<file path="src/rtl/mpcd_pkg.sv">
// Shared definitions for the tick-driven timer scheduler: FSM encoding,
// default geometry and a pointer-width helper.
package mpcd_pkg;

  localparam int N_REQ_DEF = 4;
  localparam int DW_DEF    = 8;

  typedef enum logic [1:0] {
    ST_IDLE  = 2'd0,
    ST_COUNT = 2'd1,
    ST_FIN   = 2'd2
  } state_t;

  // Index width that stays legal for a single requester.
  function automatic int ptr_width(input int n);
    return (n > 1) ? $clog2(n) : 1;
  endfunction

endpackage

</file>
<file path="src/rtl/tick_sched_if.sv">
// Requester-side bundle of the shared timer: tick enable, requests, delays
// and the grant/done/busy responses.
interface tick_sched_if import mpcd_pkg::*; #(
  parameter int N_REQ = N_REQ_DEF,
  parameter int DW    = DW_DEF
);

  logic                tick;
  logic [N_REQ-1:0]    req;
  logic [N_REQ*DW-1:0] dly;
  logic [N_REQ-1:0]    gnt;
  logic [N_REQ-1:0]    done;
  logic                busy;

  modport master (output tick, req, dly, input gnt, done, busy);
  modport slave  (input tick, req, dly, output gnt, done, busy);

endinterface

</file>
<file path="src/rtl/tick_sched_rr_arbiter.sv">
// Combinational round-robin pick: first set request at or after ptr,
// wrapping to the lowest set request when none lies at or above ptr.
module rr_arbiter #(
  parameter int N_REQ = 4,
  parameter int PW    = 2
) (
  input  logic [N_REQ-1:0] req,
  input  logic [PW-1:0]    ptr,
  output logic [N_REQ-1:0] sel,
  output logic [PW-1:0]    idx
);

  logic          hi_found_s;
  logic          lo_found_s;
  logic [PW-1:0] hi_idx_s;
  logic [PW-1:0] lo_idx_s;

  // Scan downward so the last hit is the lowest qualifying index.
  always_comb begin
    hi_found_s = 1'b0;
    lo_found_s = 1'b0;
    hi_idx_s   = {PW{1'b0}};
    lo_idx_s   = {PW{1'b0}};
    for (int i = N_REQ - 1; i >= 0; i--) begin
      lo_found_s = lo_found_s | req[i];
      lo_idx_s   = req[i] ? PW'(i) : lo_idx_s;
      hi_found_s = hi_found_s | (req[i] & (PW'(i) >= ptr));
      hi_idx_s   = (req[i] && (PW'(i) >= ptr)) ? PW'(i) : hi_idx_s;
    end
    idx = hi_found_s ? hi_idx_s : lo_idx_s;
    sel = lo_found_s ? (N_REQ'(1) << idx) : {N_REQ{1'b0}};
  end

endmodule

</file>
<file path="src/rtl/tick_sched.sv">
// Shares one DW-bit tick down-counter among N_REQ requesters with
// round-robin arbitration, cancel-on-drop and a one-cycle DONE pulse.
module tick_sched import mpcd_pkg::*; #(
  parameter int N_REQ = N_REQ_DEF,
  parameter int DW    = DW_DEF
) (
  input  logic         clk,
  input  logic         rst_n,
  tick_sched_if.slave  bus
);

  localparam int PW = ptr_width(N_REQ);

  state_t           state_r, state_s;
  logic [DW-1:0]    cnt_r, cnt_s;
  logic [PW-1:0]    ptr_r, ptr_s;
  logic [PW-1:0]    owner_r, owner_s;
  logic [PW-1:0]    ptr_inc_s;
  logic [PW-1:0]    idx_s;
  logic [N_REQ-1:0] sel_s;
  logic [N_REQ-1:0] gnt_r, gnt_s;
  logic [N_REQ-1:0] done_r, done_s;
  logic             busy_r, busy_s;
  logic [DW-1:0]    dly_a [N_REQ];

  for (genvar i = 0; i < N_REQ; i++) begin : g_dly
    assign dly_a[i] = bus.dly[i*DW +: DW];
  end

  rr_arbiter #(.N_REQ(N_REQ), .PW(PW)) u_arb (
    .req (bus.req),
    .ptr (ptr_r),
    .sel (sel_s),
    .idx (idx_s)
  );

  assign ptr_inc_s = (owner_r == PW'(N_REQ - 1)) ? {PW{1'b0}} : owner_r + PW'(1);

  // Next-state and next-output logic; cancel is tested before expiry so it wins.
  always_comb begin
    state_s = state_r;
    cnt_s   = cnt_r;
    ptr_s   = ptr_r;
    owner_s = owner_r;
    gnt_s   = gnt_r;
    done_s  = {N_REQ{1'b0}};
    case (state_r)
      ST_IDLE: begin
        if (|bus.req) begin
          state_s = ST_COUNT;
          gnt_s   = sel_s;
          owner_s = idx_s;
          cnt_s   = dly_a[idx_s];
        end else begin
          gnt_s = {N_REQ{1'b0}};
        end
      end
      ST_COUNT: begin
        if (!bus.req[owner_r]) begin
          state_s = ST_IDLE;
          gnt_s   = {N_REQ{1'b0}};
          ptr_s   = ptr_inc_s;
        end else if ((cnt_r == DW'(0)) || (bus.tick && (cnt_r == DW'(1)))) begin
          state_s = ST_FIN;
          gnt_s   = {N_REQ{1'b0}};
          done_s  = gnt_r;
        end else if (bus.tick) begin
          cnt_s = cnt_r - DW'(1);
        end else begin
          cnt_s = cnt_r;
        end
      end
      ST_FIN: begin
        state_s = ST_IDLE;
        ptr_s   = ptr_inc_s;
      end
      default: begin
        state_s = ST_IDLE;
        gnt_s   = {N_REQ{1'b0}};
      end
    endcase
    busy_s = |gnt_s;
  end

  // State and output registers with synchronous active-low reset.
  always_ff @(posedge clk) begin
    if (!rst_n) begin
      state_r <= ST_IDLE;
      cnt_r   <= {DW{1'b0}};
      ptr_r   <= {PW{1'b0}};
      owner_r <= {PW{1'b0}};
      gnt_r   <= {N_REQ{1'b0}};
      done_r  <= {N_REQ{1'b0}};
      busy_r  <= 1'b0;
    end else begin
      state_r <= state_s;
      cnt_r   <= cnt_s;
      ptr_r   <= ptr_s;
      owner_r <= owner_s;
      gnt_r   <= gnt_s;
      done_r  <= done_s;
      busy_r  <= busy_s;
    end
  end

  assign bus.gnt  = gnt_r;
  assign bus.done = done_r;
  assign bus.busy = busy_r;

endmodule

</file>
<file path="src/flat_wrapper.sv">
// flat-port wrapper written by rule: the top's interface ports become plain ports
module tick_sched_flat import mpcd_pkg::*;
#(
  parameter int N_REQ = N_REQ_DEF,
  parameter int DW    = DW_DEF
)
  (clk, rst_n, bus_tick, bus_req, bus_dly, bus_gnt, bus_done, bus_busy);
  tick_sched_if #(.N_REQ(N_REQ), .DW(DW)) bus_i ();
  input  logic clk;
  input  logic rst_n;
  input wire logic [$bits(bus_i.tick)-1:0] bus_tick;
  input wire logic [$bits(bus_i.req)-1:0] bus_req;
  input wire logic [$bits(bus_i.dly)-1:0] bus_dly;
  output wire logic [$bits(bus_i.gnt)-1:0] bus_gnt;
  output wire logic [$bits(bus_i.done)-1:0] bus_done;
  output wire logic [$bits(bus_i.busy)-1:0] bus_busy;
  assign bus_i.tick = bus_tick;
  assign bus_i.req = bus_req;
  assign bus_i.dly = bus_dly;
  assign bus_gnt = bus_i.gnt;
  assign bus_done = bus_i.done;
  assign bus_busy = bus_i.busy;
  tick_sched #(.N_REQ(N_REQ), .DW(DW)) u_core (.clk(clk), .rst_n(rst_n), .bus(bus_i));
endmodule
</file>
<file path="config.mk">
export PLATFORM = sky130hd
export DESIGN_NAME = tick_sched_flat
export DESIGN_NICKNAME = d
export VERILOG_FILES = /design/src/rtl/mpcd_pkg.sv /design/src/rtl/tick_sched_if.sv /design/src/rtl/tick_sched_rr_arbiter.sv /design/src/rtl/tick_sched.sv /design/src/flat_wrapper.sv
export SDC_FILE = /design/constraint.sdc
export NUM_CORES = 1
export LEC_CHECK = 0
export BUFFER_PORTS_ARGS = -buffer_cell sky130_fd_sc_hd__buf_2
export CORE_ASPECT_RATIO = 0.5
export CORE_UTILIZATION = 35
export DETAILED_ROUTE_END_ITERATION = 7
export HOLD_SLACK_MARGIN = 0.03
export PLACE_DENSITY = 0.61
export SLEW_MARGIN = 30
export SYNTH_ARGS = -nofsm -noshare
export SYNTH_HDL_FRONTEND = slang
export SYNTH_SLANG_ARGS = --single-unit
</file>
<file path="constraint.sdc">
create_clock -name clk -period 3 [get_ports clk]
set_clock_uncertainty 0.1 [all_clocks]
set_input_delay 0.9 -clock clk [delete_from_list [all_inputs] [get_ports clk]]
set_output_delay 0.9 -clock clk [all_outputs]
set_load 0.02 [all_outputs]
</file>
==> impl_results.md <==
* Fin Setup TNS at 0 ns
* Kind of end point of the critical path: flop
* Crit path time final at 2.40 ns
* CP Launch Type: input port
* Detailed-route DRC error count at 0
* CTS clk-pin slew, worst paths at around 0.08 ns
* Leftover overflow at the end of global routing at 0
* R2R Path Start: u_core.ptr_r[0]$_SDFFE_PN0P_
* Crit-path max FO at 8
* Cell area after layout at around 1800 um2
* Ratio of cells with drive above 1 in the final layout at 0.316
* Die X-Extent at between 90 and 100 um
* Count of fill cells added during filler insertion at about 420
* Sequential share of power at 0.403
* I/O pin count at between 40 and 50
* Mean area per synthesized cell at about 9.0 um2
* Post-route clock period utilization at 0.801
* CTS Root Buffer Type: clkbuf_8
* Floorplan core area at about 4000 um2
* Initial Utilization at 0.375
* Internal power of the cells at approximately 0.0006 W
* Async SR Flop Fraction at 0
* Vias in the first global route at ~1,200
* Layout Nets at 255
* Category of the critical setup timing path: in -> reg
* Vias per std cell at around 5.3
* Post-CTS repair timing setup buffer count at 0
* Min setup slack post-route at about 0.6 ns
* Antenna violations before repair at 0
* Register bit total from synthesis at 23
* Area growth syn-to-layout at 21.8%
* Die height at 48.3 um
* RSZ-0062 raised after global routing: false
* Placer's final routability congestion estimate at ~0.83
* Syn nets at 208
* Capture point of the worst path: u_core.cnt_r[4]$_SDFFE_PN0P_
* Combinational fraction of design power at 0.386
* Slowest stage cell on the critical path: a221oi_4
* Worst-Skew Late Latency at roughly 0.27 ns
* Outcome: complete, no violations
* Largest area contributor in the synthesized netlist: dfxtp_1
* Post-synth top cells: 24 x mux2i_1, 23 x dfxtp_1, 9 x a21oi_1, 9 x o21ai_0
* Count of cells resized by post-cts repair at 0
* PnR Total Power at roughly 0.00094 W
* Destination of the worst register-to-register timing path: u_core.cnt_r[4]$_SDFFE_PN0P_
* Most used DFF post-synth: dfxtp_1
* Peak supply drop at ~0.21 mV
* Fraction of power spent switching nets at 0.365
* Setup violations, final at 0
* Arrival time of the worst setup path at ~2.5 ns
* Aggregate global-route resource usage at 0.177
* Syn. warnings at 0
* Average wire per standard cell at roughly 14 um
* Worst Hold Path Cells at 2
* Routed wire length at between 3000 and 4000 um
* H-tree Lvls at 1
* Post-Place Setup Slack at about 0.31 ns
* Relative contribution of the clock network to total power at 0.211
* CP startpoint: bus_req[3]
* Number of buffers inserted during clock tree synthesis at 3
* Final Hold Viols at 0
* Setup slack of the worst register-to-register path at about 1.0 ns
* Antenna Nets Post-Route at 0
* Switching power summed over all nets at about 0.00034 W
* Share of the synthesized area in the top cell type at 0.307
* Worst slew margin relative to its limit at 0.585
* Delay of the slowest cell on the worst path at approximately 0.51 ns
* Placed cell area at 1780 um2
* Post-DP HPWL at just under 3000 um
* Max Cap Violations at 0
* Biggest area contributors in the synthesized netlist: dfxtp_1 31%, mux2i_1 16%, a22o_1 4.7%
* Number of sinks on the clock net at 23
* Hold-fix buffers at CTS at 0
* Synthesized area at approximately 1500 um2
* Global-route wire length before repair at slightly above 6000 um
* Ordered cell list for the critical path: buf_2, inv_1, a22o_1, a221oi_4, mux2i_1, mux2i_1, a22o_1
* Buffer depth of the longest clock path at 2
* Max Clk Rate at roughly 420 MHz
* Total power density per cell area at 515 nW/um2
* Number of DRC violations after detailed-routing iteration 0 at a little over 90
* Pins over their slew limit at 0
* Slew @ Worst Pin at between 0.6 and 0.7 ns
* Number of cells on the worst reg-to-reg path at 6
* Number of synthesized flops with an enable pin at 0
* Post-synth cell types at 44
* DIE AREA at 4570 um2
* Cells after synthesis at 166
* Number of diodes added for antenna fixing at 0
* Standby leakage power at slightly below 0.8 nW
* Most frequent cell after synthesis: mux2i_1
* Proportion of synthesized chip area in sequential cells at 0.307
* Worst Path Required at approximately 3 ns
* Detailed-route via count at between 1,000 and 1,500
* Detailed-router iteration count before antenna repair at 4
* I/O Buffers at 47
* Min-Delay Path Class: reg -> reg
* CTS tree: built
* Number of rows in the core area at 16
* Share of the core filled with cells in the final layout at 0.457
* Largest net degree at the start of global routing at 19
[cells in the final DEF, fill, tap and decap left out, types with 7 or more instances in the layout]
master and n:
a21oi_1 8, a22o_1 8, buf_2 47, dfxtp_1 23
inv_1 7, mux2i_1 24, nand2_1 8, nor2_1 7
o21ai_0 9
[area by class of cell]
cell class | count | area (um2) | area share
Inverter | 7 | 26.3 | 0.0144
Tap cell | 54 | 67.6 | 0.0369
Sequential cell | 23 | 460 | 0.252
Clock buffer | 4 | 45.0 | 0.0246
Timing Repair Buffer | 51 | 265 | 0.145
Multi-Input combinational cell | 127 | 965 | 0.527
[critical path: cells and delay by family]
family                 cells  cell delay (ns)
buffers and inverters      2             0.20
AO/OA/AOI/OAI              3             0.99
multiplexers               2             0.37
[kinds of logic after synthesis]
group	synth area share
simple gates	0.195
mux	0.190
compound gates	0.230
flops	0.307
buf+inv	0.0533
fa+ha+maj	0.0250
[sequential cells by signal, summed over array words and instances (netlist names)]
signal and flops:
u_core.cnt_r 8, u_core.ptr_r 2, u_core.bus.done 4, u_core.owner_r 2
u_core.state_r 2, u_core.bus.busy 1, u_core.bus.gnt 4
[metal layers]
metal,part of all wire,GRT usage,up-vias
li1,-,-,706
met1,0.52,0.261,633
met2,0.40,0.257,63
met3,0.071,0.0440,4
met4,0.010,0.0455,0
met5,0,0,-
[through the flow]
stage                     cells  hold WS (ns)
after floorplan             166         0.367
after global placement      262         0.384
after detailed placement    262         0.389
after CTS                   266         0.400
after global routing        266         0.420
final                       266         0.395
[power by group through the flow]
stage | combinational [W] | sequential (W) | clock (W)
finish | 0.000364 | 0.000379 | 0.000199
floorplan | 0.000268 | 0.000384 | 0
global placement | 0.000360 | 0.000386 | 0
global route | 0.000403 | 0.000386 | 0.000215
CTS | 0.000364 | 0.000378 | 0.000201
detailed placement | 0.000362 | 0.000385 | 0
[how the worst min path moves through the flow]
stage / endpoint / from / slack [ns]
CTS: u_core.bus.gnt[1]$_SDFF_PN0_ / u_core.bus.gnt[1]$_SDFF_PN0_ / 0.40
detailed placement: u_core.bus.gnt[1]$_SDFF_PN0_ / u_core.bus.gnt[1]$_SDFF_PN0_ / 0.39
finish: u_core.bus.gnt[1]$_SDFF_PN0_ / u_core.bus.gnt[1]$_SDFF_PN0_ / 0.40
floorplan: u_core.state_r[0]$_SDFFE_PN0P_ / u_core.state_r[1]$_SDFFE_PN0P_ / 0.37
global placement: u_core.bus.gnt[0]$_SDFF_PN0_ / u_core.bus.gnt[0]$_SDFF_PN0_ / 0.38
global route: u_core.bus.gnt[1]$_SDFF_PN0_ / u_core.bus.gnt[1]$_SDFF_PN0_ / 0.42
No activity file was read; power rests on OpenSTA's default activity.
